--- src/rtl/ascii_pkg.sv ---
// rtl/ascii_pkg.sv - shared constants and state encoding for the ASCII sum encoder
//
// Purpose: ASCII code points, FSM state enumeration and a digit-to-character
// helper used by ascii_sum_encoder.
// Ports:   none (package).

package ascii_pkg;

  localparam logic [7:0] ASCII_ZERO = 8'h30;
  localparam logic [7:0] ASCII_CR   = 8'h0D;

  typedef enum logic [2:0] {
    IDLE    = 3'd0,
    CONV_H  = 3'd1,
    CONV_T  = 3'd2,
    EMIT_H  = 3'd3,
    EMIT_T  = 3'd4,
    EMIT_O  = 3'd5,
    EMIT_CR = 3'd6
  } state_e;

  // Decimal digit (0..9) to its ASCII character.
  function automatic logic [7:0] digit_char(input logic [3:0] d);
    return ASCII_ZERO + {4'd0, d};
  endfunction

endpackage

--- src/rtl/ascii_sum_encoder.sv ---
// rtl/ascii_sum_encoder.sv - converts an 8-bit sum to a decimal ASCII character stream
//
// Purpose: on start, splits sum into hundreds/tens/ones by repeated
// subtraction, then emits the digits (leading zeros suppressed, inner zeros
// kept) over a valid/ready handshake, optionally followed by a CR.
// Ports:
//   clk        in   system clock, rising edge
//   rst        in   asynchronous active-high reset
//   start      in   encode request, sampled only while idle
//   sum[7:0]   in   value to encode, captured when start is accepted
//   busy       out  encode in progress
//   char_data  out  ASCII character (0x00 when no character is offered)
//   char_valid out  char_data is valid
//   char_ready in   consumer takes char_data this cycle
//   done       out  one-cycle pulse after the final character transfer

module ascii_sum_encoder
  import ascii_pkg::*;
#(
  parameter int unsigned EMIT_TERM = 1
) (
  input  logic       clk,
  input  logic       rst,
  input  logic       start,
  input  logic [7:0] sum,
  output logic       busy,
  output logic [7:0] char_data,
  output logic       char_valid,
  input  logic       char_ready,
  output logic       done
);

  state_e      state_q, state_d;
  logic [7:0]  rem_q, rem_d;
  logic [1:0]  hund_q, hund_d;
  logic [3:0]  tens_q, tens_d;
  logic        done_q, done_d;

  always_ff @(posedge clk or posedge rst) begin
    if (rst) begin
      state_q <= IDLE;
      rem_q   <= 8'd0;
      hund_q  <= 2'd0;
      tens_q  <= 4'd0;
      done_q  <= 1'b0;
    end else begin
      state_q <= state_d;
      rem_q   <= rem_d;
      hund_q  <= hund_d;
      tens_q  <= tens_d;
      done_q  <= done_d;
    end
  end

  always_comb begin
    state_d    = state_q;
    rem_d      = rem_q;
    hund_d     = hund_q;
    tens_d     = tens_q;
    done_d     = 1'b0;
    char_valid = 1'b0;
    char_data  = 8'h00;

    case (state_q)
      IDLE: begin
        // Also reached in the done cycle, so back-to-back requests need no gap.
        if (start) begin
          rem_d   = sum;
          hund_d  = 2'd0;
          tens_d  = 4'd0;
          state_d = CONV_H;
        end
      end

      CONV_H: begin
        if (rem_q >= 8'd100) begin
          rem_d  = rem_q - 8'd100;
          hund_d = hund_q + 2'd1;
        end else begin
          state_d = CONV_T;
        end
      end

      CONV_T: begin
        if (rem_q >= 8'd10) begin
          rem_d  = rem_q - 8'd10;
          tens_d = tens_q + 4'd1;
        end else if (hund_q != 2'd0) begin
          state_d = EMIT_H;
        end else if (tens_q != 4'd0) begin
          state_d = EMIT_T;
        end else begin
          // Covers sum == 0: a single '0' is still emitted.
          state_d = EMIT_O;
        end
      end

      EMIT_H: begin
        char_valid = 1'b1;
        char_data  = digit_char({2'b00, hund_q});
        // Always continue to tens so an inner zero (e.g. 205) is kept.
        if (char_ready) state_d = EMIT_T;
      end

      EMIT_T: begin
        char_valid = 1'b1;
        char_data  = digit_char(tens_q);
        if (char_ready) state_d = EMIT_O;
      end

      EMIT_O: begin
        char_valid = 1'b1;
        // After CONV_T the remainder is below 10, so the low nibble is the digit.
        char_data  = digit_char(rem_q[3:0]);
        if (char_ready) begin
          if (EMIT_TERM != 0) begin
            state_d = EMIT_CR;
          end else begin
            state_d = IDLE;
            done_d  = 1'b1;
          end
        end
      end

      EMIT_CR: begin
        char_valid = 1'b1;
        char_data  = ASCII_CR;
        if (char_ready) begin
          state_d = IDLE;
          done_d  = 1'b1;
        end
      end

      default: state_d = IDLE;
    endcase
  end

  assign busy = (state_q != IDLE);
  assign done = done_q;

endmodule

--- config.mk ---
export PLATFORM = sky130hd
export DESIGN_NAME = ascii_sum_encoder
export DESIGN_NICKNAME = d
export VERILOG_FILES = /design/src/rtl/ascii_pkg.sv /design/src/rtl/ascii_sum_encoder.sv
export SDC_FILE = /design/constraint.sdc
export NUM_CORES = 1
export LEC_CHECK = 0
export ABC_AREA = 1
export CAP_MARGIN = 0
export CORE_ASPECT_RATIO = 2
export CORE_MARGIN = 3
export CORE_UTILIZATION = 49
export DETAILED_ROUTE_END_ITERATION = 7
export GPL_TIMING_DRIVEN = 0
export MAX_ROUTING_LAYER = met4
export PLACE_DENSITY = 0.85
export SYNTH_ARGS = -nofsm -noshare
export SYNTH_HDL_FRONTEND = slang
export SYNTH_SLANG_ARGS = --single-unit
--- constraint.sdc ---
create_clock -name clk -period 1.5 [get_ports clk]
set_input_delay 0.225 -clock clk [delete_from_list [all_inputs] [get_ports clk]]
set_output_delay 0.225 -clock clk [all_outputs]
set_load 0.01 [all_outputs]
==> qor.yml, run 1 <==
fin_crit_sh_pct: 111
placed_area_um2: 1750
drt_iter0_markers: 78
grt_start_max_net_pins: 19
violations: "negative setup slack"
rows: 27
final_core_util_pct: 76.3
synth_cells: 218
status: "finished with violations"
antenna_found_initial: 0
synth_cell_type_count: 28
sw_frac_of_total_pct: 54.0
core_um2: 2840
syn_area_um2: 1510
powerDensity_nw_per_um2: 2420
power.leakage_nw: 1.07
cpPeakStageDelay_ps: 430
htree_levels: 1
fp.dieW_um: 45.3
p_switching_mw: 2.84
cpMostUsedCell: "nand2_1"
max_freq_ghz: 0.601
seqPwrFrac_pct: 18.9
ctsHoldBuffers: 0
fin_hold_ws_ps: 397
maxCapViolCount: 0
worstMarginPinSlew_ps: 756
num_vias: 1728
synth_seq_cells: 18
busiest_layer: "met2"
wl_per_cell_um: 17.9
rsz0062_at_grt: "true"
tritoncts: "built"
p_int_mw: 2.41
fin_ws_ps: -163
period_needed_ps: 1660
min_path_type: "primary input to async pin"
worst_setup_path_end_kind: "flop"
max-slew-margin-rel_pct: 49.5
die_h_um: 84.6
cts.sinks: 18
total_power_mw: 5.25
timing.critical_path.buf_inv: 2
combPwrFrac_pct: 73.1
yosysTopAreaCellShare_pct: 29.8
globalplace.congestion: 0.944
place_hpwl_um: 2870
grt_pass1_vias: 1711
syn_avg_cell_area_um2: 6.94
drc: 0
clk_path_buf_depth: 2
diodes: 0
area_growth_pct: 43.2
path_clk_slew_ps: 80
start_util_pct: 53.3
final_nets: 284
setup_tns_ps: -1940
grtUsageMet3_pct: 1.72
hold_viol_final: 0
grt_overflow: 0
fin_area_um2: 2170
clkPwrFrac_pct: 8.0
yosys-top-cells-area: "dfrtp_1 (30%), nand2_1 (17%), nand3_1 (8.6%), ha_1 (6.6%), inv_1 (6.2%)"
maxSlewViolCount: 0
clock_latency_ps: 260
skew_ps: 3.50
grt_pass1_wl_um: 7720
dr.pass1.iters: 4
worstSetupStartpointType: "flop"
cp_top_family: "simple AND/OR/NAND/NOR gates"
setup_viol: 24
die-area_um2: 3830
wl_um: 5230
peakVddDrop_v: 0.00156
ioPinCount: 23
drive_gt1_share_pct: 39.9
cts_made_buffers: 3
synth_top_cell_by_area: "dfrtp_1"
drt.antenna.violating_nets: 0
crit_fanout: 6
portBuffers: 20
crit_type: "flop to flop"
met1_usage_pct: 28.9
routed_via_density: 5.92
r2r_slack_ps: -160
cts-root-buf: "clkbuf_8"
worstPathRequired_ps: 1690
met2_usage_pct: 45.0
synth_seq_area_share_pct: 29.8
cp_slowest_cell: "dfrtp_1"
yosysWarnings: 0
cp.arrival_ps: 1850
track_usage_pct: 27.3
worstPathCellList: "inv_2 -> ha_1 -> inv_1 -> nor2_1 -> nand3_2 -> nand3_4 -> nand2_2 -> nor2_4 -> nand2_1 -> nand2_1"
-- per-layer routing --
metal	vias to the layer above	part of all wire [%]
met5	-	0
met4	0	7.2
met3	39	5.4
met2	94	53
met1	804	34
li1	791	-
-- path summary, 6_finish.rpt --
check,from,end,cells after the start
max,rem_q[1],rem_q[3],10
min,rst,tens_q[3],2
max reg2reg,rem_q[1],rem_q[3],10
min reg2reg,hund_q[0],hund_q[0],2
max in group asynchronous,rst,rem_q[3],2
min in group clk,char_ready,done,3
-- registers in the layout, indices dropped and copies added (netlist names) --
register  flops
state_q       3
tens_q        4
done          1
rem_q         8
hund_q        2
-- synth_stat cells (all sizes together) --
cell type,number
dfrtp,18
ha,8
conb,1
nand4,4
inv,30
o22ai,1
nand3,31
nand2,76
o21ai,14
clkinv,1
nor3,1
o221ai,2
nor2,16
a21oi,6
or2,1
o211ai,2
buf,4
xor2,2
-- cell type report --
class,count,area (um^2)
flip-flops and latches,18,455
inverters,31,129
clock buffers,4,55.1
multi-input cells,166,1110
well taps,29,36.3
repair buffers,40,342
fillers,197,672
plain buffers,4,33.8
-- worst reg2reg max path: cells and delay by family, from the launching register on --
kind,cells,cell delay [ps]
buffers and inverters,2,160
flip-flops,1,430
adder cells (fa/ha/maj),1,150
AND/OR/NAND/NOR,7,860
-- per-stage QoR --
stage	instances	worst slack, ps
final	292	-163
after global placement	268	-345
after detailed placement	268	-344
after floorplan	219	9.37
after CTS	288	-63.5
after global routing	292	-226
-- timing repair --
action / CTS / global route
buffers inserted: 16 / 4
endpoints found under the setup margin: 24 / 25
resized for setup: 69 / 31
pin swaps: 17 / 12
-- kinds of logic after synthesis --
kind of cell    count (synthesis)  synth area share (%)
xor+xnor                        2                  1.16
buf+inv                        35                  9.93
fa+ha+maj                       8                  6.62
compound gates                 25                  10.2
simple gates                  129                  42.1
flops                          18                  29.8
other cells                     1                 0.248
-- placed cells by master (no fill, tap or decap), types with 2 or more instances in the layout --
| cell | n |
|---|---|
| nand2_1 | 54 |
| nand3_1 | 21 |
| inv_1 | 19 |
| buf_4 | 18 |
| nand2_2 | 15 |
| dfrtp_1 | 14 |
| clkdlybuf4s50_1 | 12 |
| nor2_4 | 9 |
| nand2_4 | 7 |
| o21ai_1 | 7 |
| inv_2 | 6 |
| nor2_1 | 6 |
| nand3_2 | 6 |
| buf_2 | 6 |
| buf_6 | 5 |
| inv_4 | 5 |
| ha_1 | 5 |
| nand3_4 | 4 |
| o21ai_2 | 4 |
| nand4_1 | 4 |
| clkbuf_8 | 4 |
| dfrtp_2 | 4 |
| o21ai_0 | 3 |
| a21oi_4 | 2 |
| o211ai_1 | 2 |
| a21oi_1 | 2 |
| xor2_1 | 2 |
| a21oi_2 | 2 |
| o221ai_1 | 2 |
| ha_2 | 2 |
| conb_1 | 2 |
-- power by group through the flow --
stage / registers (mW) / clock network (mW) / logic, mW
after floorplan: 0.879 / 0 / 1.98
final: 0.993 / 0.420 / 3.84
after global routing: 1.01 / 0.424 / 4.15
after detailed placement: 0.945 / 0 / 2.66
after global placement: 0.939 / 0 / 2.60
after CTS: 0.945 / 0.403 / 3.24
No activity file was read; power rests on OpenSTA's default activity.
==> run 2: changes to the inputs <==
--- a/config.mk
+++ b/config.mk
@@ -10,6 +10,7 @@
 export CORE_ASPECT_RATIO = 2
 export CORE_MARGIN = 3
 export CORE_UTILIZATION = 49
+export CTS_BUF_LIST = sky130_fd_sc_hd__clkbuf_16
 export DETAILED_ROUTE_END_ITERATION = 7
 export GPL_TIMING_DRIVEN = 0
 export MAX_ROUTING_LAYER = met4
==> qor.yml, run 2 (synthesized netlist as in run 1, its figures left out) <==
status: "finished with violations"
violations: "negative setup slack"
drt_iter0_markers: 120
setup_tns_ps: -1840
htree_levels: 1
reg2regPathDepth: 9
area_growth_pct: 54.3
wl_um: 6260
worstPathRequired_ps: 1270
rsz0062_at_grt: "true"
worstSetupStartpointType: "flop"
placed_area_um2: 1750
grt_overflow: 0
maxSlewViolCount: 0
die-area_um2: 3830
final_core_util_pct: 82.2
final_cell_mix: "nand2_1 (58), buf_4 (29), nand3_1 (23)"
grt_start_max_net_pins: 19
antenna_found_initial: 0
rr_endpoint: "state_q[2]"
globalplace.congestion: 0.944
max-slew-margin-rel_pct: 49.0
worst_setup_path_end_kind: "output pin"
worstMarginPinSlew_ps: 764
largest_reg_flops: 8
powerDensity_nw_per_um2: 2550
fill_cells: 155
rows: 27
maxCapViolCount: 0
crit_fanout: 4
top_register: "rem_q"
clk_path_buf_depth: 2
ctsHoldBuffers: 0
start_util_pct: 53.3
fin_area_um2: 2330
portBuffers: 20
fin_ws_ps: -158
setup_viol: 21
cp.arrival_ps: 1430
dr.pass1.iters: 5
num_vias: 1869
skew_ps: 4.03
final_nets: 296
routed_via_density: 6.15
crit_type: "flop to output pin"
grt_pass1_vias: 1728
fin_crit_sh_pct: 111
ioPinCount: 23
track_usage_pct: 29.4
period_needed_ps: 1660
drc: 0
seq_area_um2: 457
grt_pass1_wl_um: 8070
fp.dieW_um: 45.3
dp_slack_ps: -344
layout_commonest_cell: "nand2_1"
max_freq_ghz: 0.603
drt.antenna.violating_nets: 0
reg_top3: "rem_q (8), tens_q (4), state_q (3)"
clock_latency_ps: 260
core_um2: 2840
reg2reg_from: "rem_q[3]"
wl_per_cell_um: 20.6
r2r_slack_ps: -140
path_clk_slew_ps: 60
hold_viol_final: 0
multi_input_area_um2: 1160
min_path_type: "primary input to async pin"
diodes: 0
total_power_mw: 5.96
place_hpwl_um: 2870
die_h_um: 84.6
peakVddDrop_v: 0.00179
tritoncts: "built"
cts_made_buffers: 3
cts.sinks: 18
drive_gt1_share_pct: 42.5
power.leakage_nw: 1.13
cts-root-buf: "clkbuf_16"
## run 2: layout make-up
| class | instances | area share (%) |
|---|---|---|
| timing repair buffer | 52 | 18.4 |
| clock inverter | 1 | 0.161 |
| buffer | 4 | 1.45 |
| multi-input combinational | 166 | 49.9 |
| sequential | 18 | 19.6 |
| tap | 29 | 1.55 |
| clock buffer | 3 | 3.22 |
| inverter | 31 | 5.74 |
## run 2: routing by layer
metal	global-route usage, %	part of all wire [%]	vias to the layer above
met3	3.00	6.5	41
met2	48.1	54	129
li1	-	-	816
met4	22.4	5.3	0
met1	30.2	34	883
met5	-	0	-
## run 2: power by group
group	internal, mW	total [mW]	leakage, nW	switching (mW)
Combinational	1.74	4.36	0.869	2.62
Clock	0.356	0.574	0.0385	0.218
Sequential	0.701	1.02	0.226	0.315
Total	2.80	5.96	1.13	3.15
## run 2: critical path: stages (launching register included)
cell and delay, ps:
dfrtp_2 420, clkinv_4 120, buf_6 140, nor2_4 160, a21oi_2 90, o221ai_1 70, buf_2 160
## run 2: timing repair
item / CTS / global route
endpoints found under the setup margin: 24 / 24
setup buffers: 20 / 12
pin swaps: 26 / 30
resized for setup: 79 / 34
## run 2: worst max-delay path by stage
stage,from,end,slack (ps),cells past startpoint
2_1_floorplan,rem_q[2],rem_q[3],9,10
4_1_cts,state_q[0],char_data[2],-60,7
6_report,state_q[2],char_data[0],-160,6
3_3_place_gp,state_q[1],char_data[0],-340,5
5_1_grt,state_q[2],char_data[0],-200,6
3_5_place_dp,state_q[1],char_valid,-340,5
## run 2: per-stage QoR
step / hold WS (ps) / instances
6_report: 403 / 304
5_1_grt: 448 / 304
4_1_cts: 413 / 292
3_5_place_dp: 489 / 268
3_3_place_gp: 473 / 268
2_1_floorplan: 164 / 219
==> run 3: changes to the inputs <==
--- a/config.mk
+++ b/config.mk
@@ -9,12 +9,13 @@
 export CAP_MARGIN = 0
 export CORE_ASPECT_RATIO = 2
 export CORE_MARGIN = 3
-export CORE_UTILIZATION = 49
+export CORE_UTILIZATION = 54
 export CTS_BUF_LIST = sky130_fd_sc_hd__clkbuf_16
 export DETAILED_ROUTE_END_ITERATION = 7
 export GPL_TIMING_DRIVEN = 0
 export MAX_ROUTING_LAYER = met4
-export PLACE_DENSITY = 0.85
+export PLACE_DENSITY = 0.89
+export SLEW_MARGIN = 30
 export SYNTH_ARGS = -nofsm -noshare
 export SYNTH_HDL_FRONTEND = slang
 export SYNTH_SLANG_ARGS = --single-unit
==> constraint.sdc (replaced) <==
create_clock -name clk -period 1.85 [get_ports clk]
set_input_delay 0.2775 -clock clk [delete_from_list [all_inputs] [get_ports clk]]
set_output_delay 0.2775 -clock clk [all_outputs]
set_load 0.005 [all_outputs]
==> qor.yml, run 3 (synthesized netlist as in run 1, its figures left out) <==
status: "finished clean"
die_h_um: 80.9
p_switching_mw: 1.95
tritoncts: "built"
skew_ps: 2.13
htree_levels: 1
seqPwrFrac_pct: 20.5
cts.sinks: 18
cpMostUsedCell: "nand2_1"
crit_fanout: 9
drt.antenna.violating_nets: 0
worstMarginPinSlew_ps: 768
final_cell_mix: "nand2_1 (68), nand3_1 (26), inv_1 (24)"
worstPathCellList: "buf_4 -> buf_4 -> nor2_1 -> nand2_1 -> inv_4 -> nand3_2 -> nand2_2 -> nor2_4 -> nand2_1 -> nand2_1"
max_freq_ghz: 0.544
largest_reg_flops: 8
combPwrFrac_pct: 67.6
p_int_mw: 1.82
fin_area_um2: 1980
clk_path_buf_depth: 2
final_core_util_pct: 76.0
final_nets: 277
wl_per_cell_um: 16.3
cts_made_buffers: 3
fin_hold_ws_ps: 457
worstSetupStartpointType: "flop"
cp_slowest_cell: "dfrtp_2"
ioPinCount: 23
seq_area_um2: 453
grt_overflow: 0
setup_viol: 0
multi_input_area_um2: 957
num_vias: 1648
start_util_pct: 58.1
globalplace.congestion: 0.893
hold_viol_final: 0
portBuffers: 20
reg2regPathDepth: 10
area_growth_pct: 30.8
cpPeakStageDelay_ps: 440
period_needed_ps: 1840
cp.arrival_ps: 1980
min_path_type: "primary input to async pin"
setup_tns_ps: 0
drc: 0
top_register: "rem_q"
rr_endpoint: "rem_q[2]"
grt_start_max_net_pins: 19
path_clk_slew_ps: 50
layout_commonest_cell: "nand2_1"
reg2reg_from: "state_q[2]"
track_usage_pct: 29.9
place_hpwl_um: 2930
power.leakage_nw: 1.01
drive_gt1_share_pct: 21.6
sw_frac_of_total_pct: 51.8
fin_crit_sh_pct: 99.3
antenna_found_initial: 0
grt_pass1_vias: 1617
drt_iter0_markers: 95
clkPwrFrac_pct: 11.9
grt_pass1_wl_um: 7620
rsz0062_at_grt: "true"
clock_latency_ps: 260
rows: 26
core_um2: 2600
fp.dieW_um: 43.4
peakVddDrop_v: 0.00134
maxCapViolCount: 0
worst_setup_path_end_kind: "flop"
crit_type: "flop to flop"
powerDensity_nw_per_um2: 1910
diodes: 0
reg_top3: "rem_q (8), tens_q (4), state_q (3)"
cts-root-buf: "clkbuf_16"
routed_via_density: 5.82
dr.pass1.iters: 4
die-area_um2: 3510
r2r_slack_ps: 10
placed_area_um2: 1750
maxSlewViolCount: 0
wl_um: 4610
worstPathRequired_ps: 1990
fill_cells: 170
max-slew-margin-rel_pct: 48.7
ctsHoldBuffers: 0
total_power_mw: 3.77
-- run 3: power by group through the flow --
| stage | combinational [mW] | sequential [mW] | clock, mW |
|---|---|---|---|
| after detailed placement | 2.14 | 0.764 | 0 |
| after floorplan | 1.57 | 0.712 | 0 |
| final | 2.55 | 0.774 | 0.448 |
| after CTS | 2.33 | 0.750 | 0.443 |
| after global routing | 2.81 | 0.795 | 0.456 |
| after global placement | 2.07 | 0.759 | 0 |
-- run 3: stage by stage --
stage,instances,setup slack [ps]
5_1_grt,283,-128
3_3_place_gp,267,-25.1
4_1_cts,278,-17.4
2_1_floorplan,219,334
6_report,283,12.1
3_5_place_dp,267,-30.2
-- run 3: how the worst max path moves through the flow --
stage / from / endpoint / slack, ps / cells after the start
detailed placement: state_q[1] / char_data[0] / -30 / 5
floorplan: rem_q[2] / rem_q[3] / 330 / 10
global route: state_q[2] / hund_q[0] / -130 / 9
finish: state_q[2] / rem_q[2] / 10 / 10
CTS: state_q[1] / char_data[5] / -20 / 5
global placement: state_q[1] / char_data[0] / -30 / 5
-- run 3: cell type report --
cell class	count	area share, %
inverters	31	6.26
multi-input cells	166	48.4
well taps	28	1.77
flip-flops and latches	18	22.9
clock buffers	3	3.80
plain buffers	4	1.71
repair buffers	33	15.2
-- run 3: worst max-delay path: cells and delay by family (launching register included) --
kind          cells  cell delay, ps
buf+inv           3             450
simple gates      7             830
flops             1             440
-- run 3: metal layers --
metal,global-route usage [%],wire length (um),vias up
met1,30.0,1670,754
met4,20.8,331,0
li1,-,-,770
met3,4.66,251,36
met2,51.0,2360,88
met5,-,0,-
-- run 3: what timing repair did --
action	CTS	global route
buffers inserted	8	5
setup endpoints to repair	12	15
pin swaps	3	3
resized for setup	17	10
hold endpoints to repair	0	0
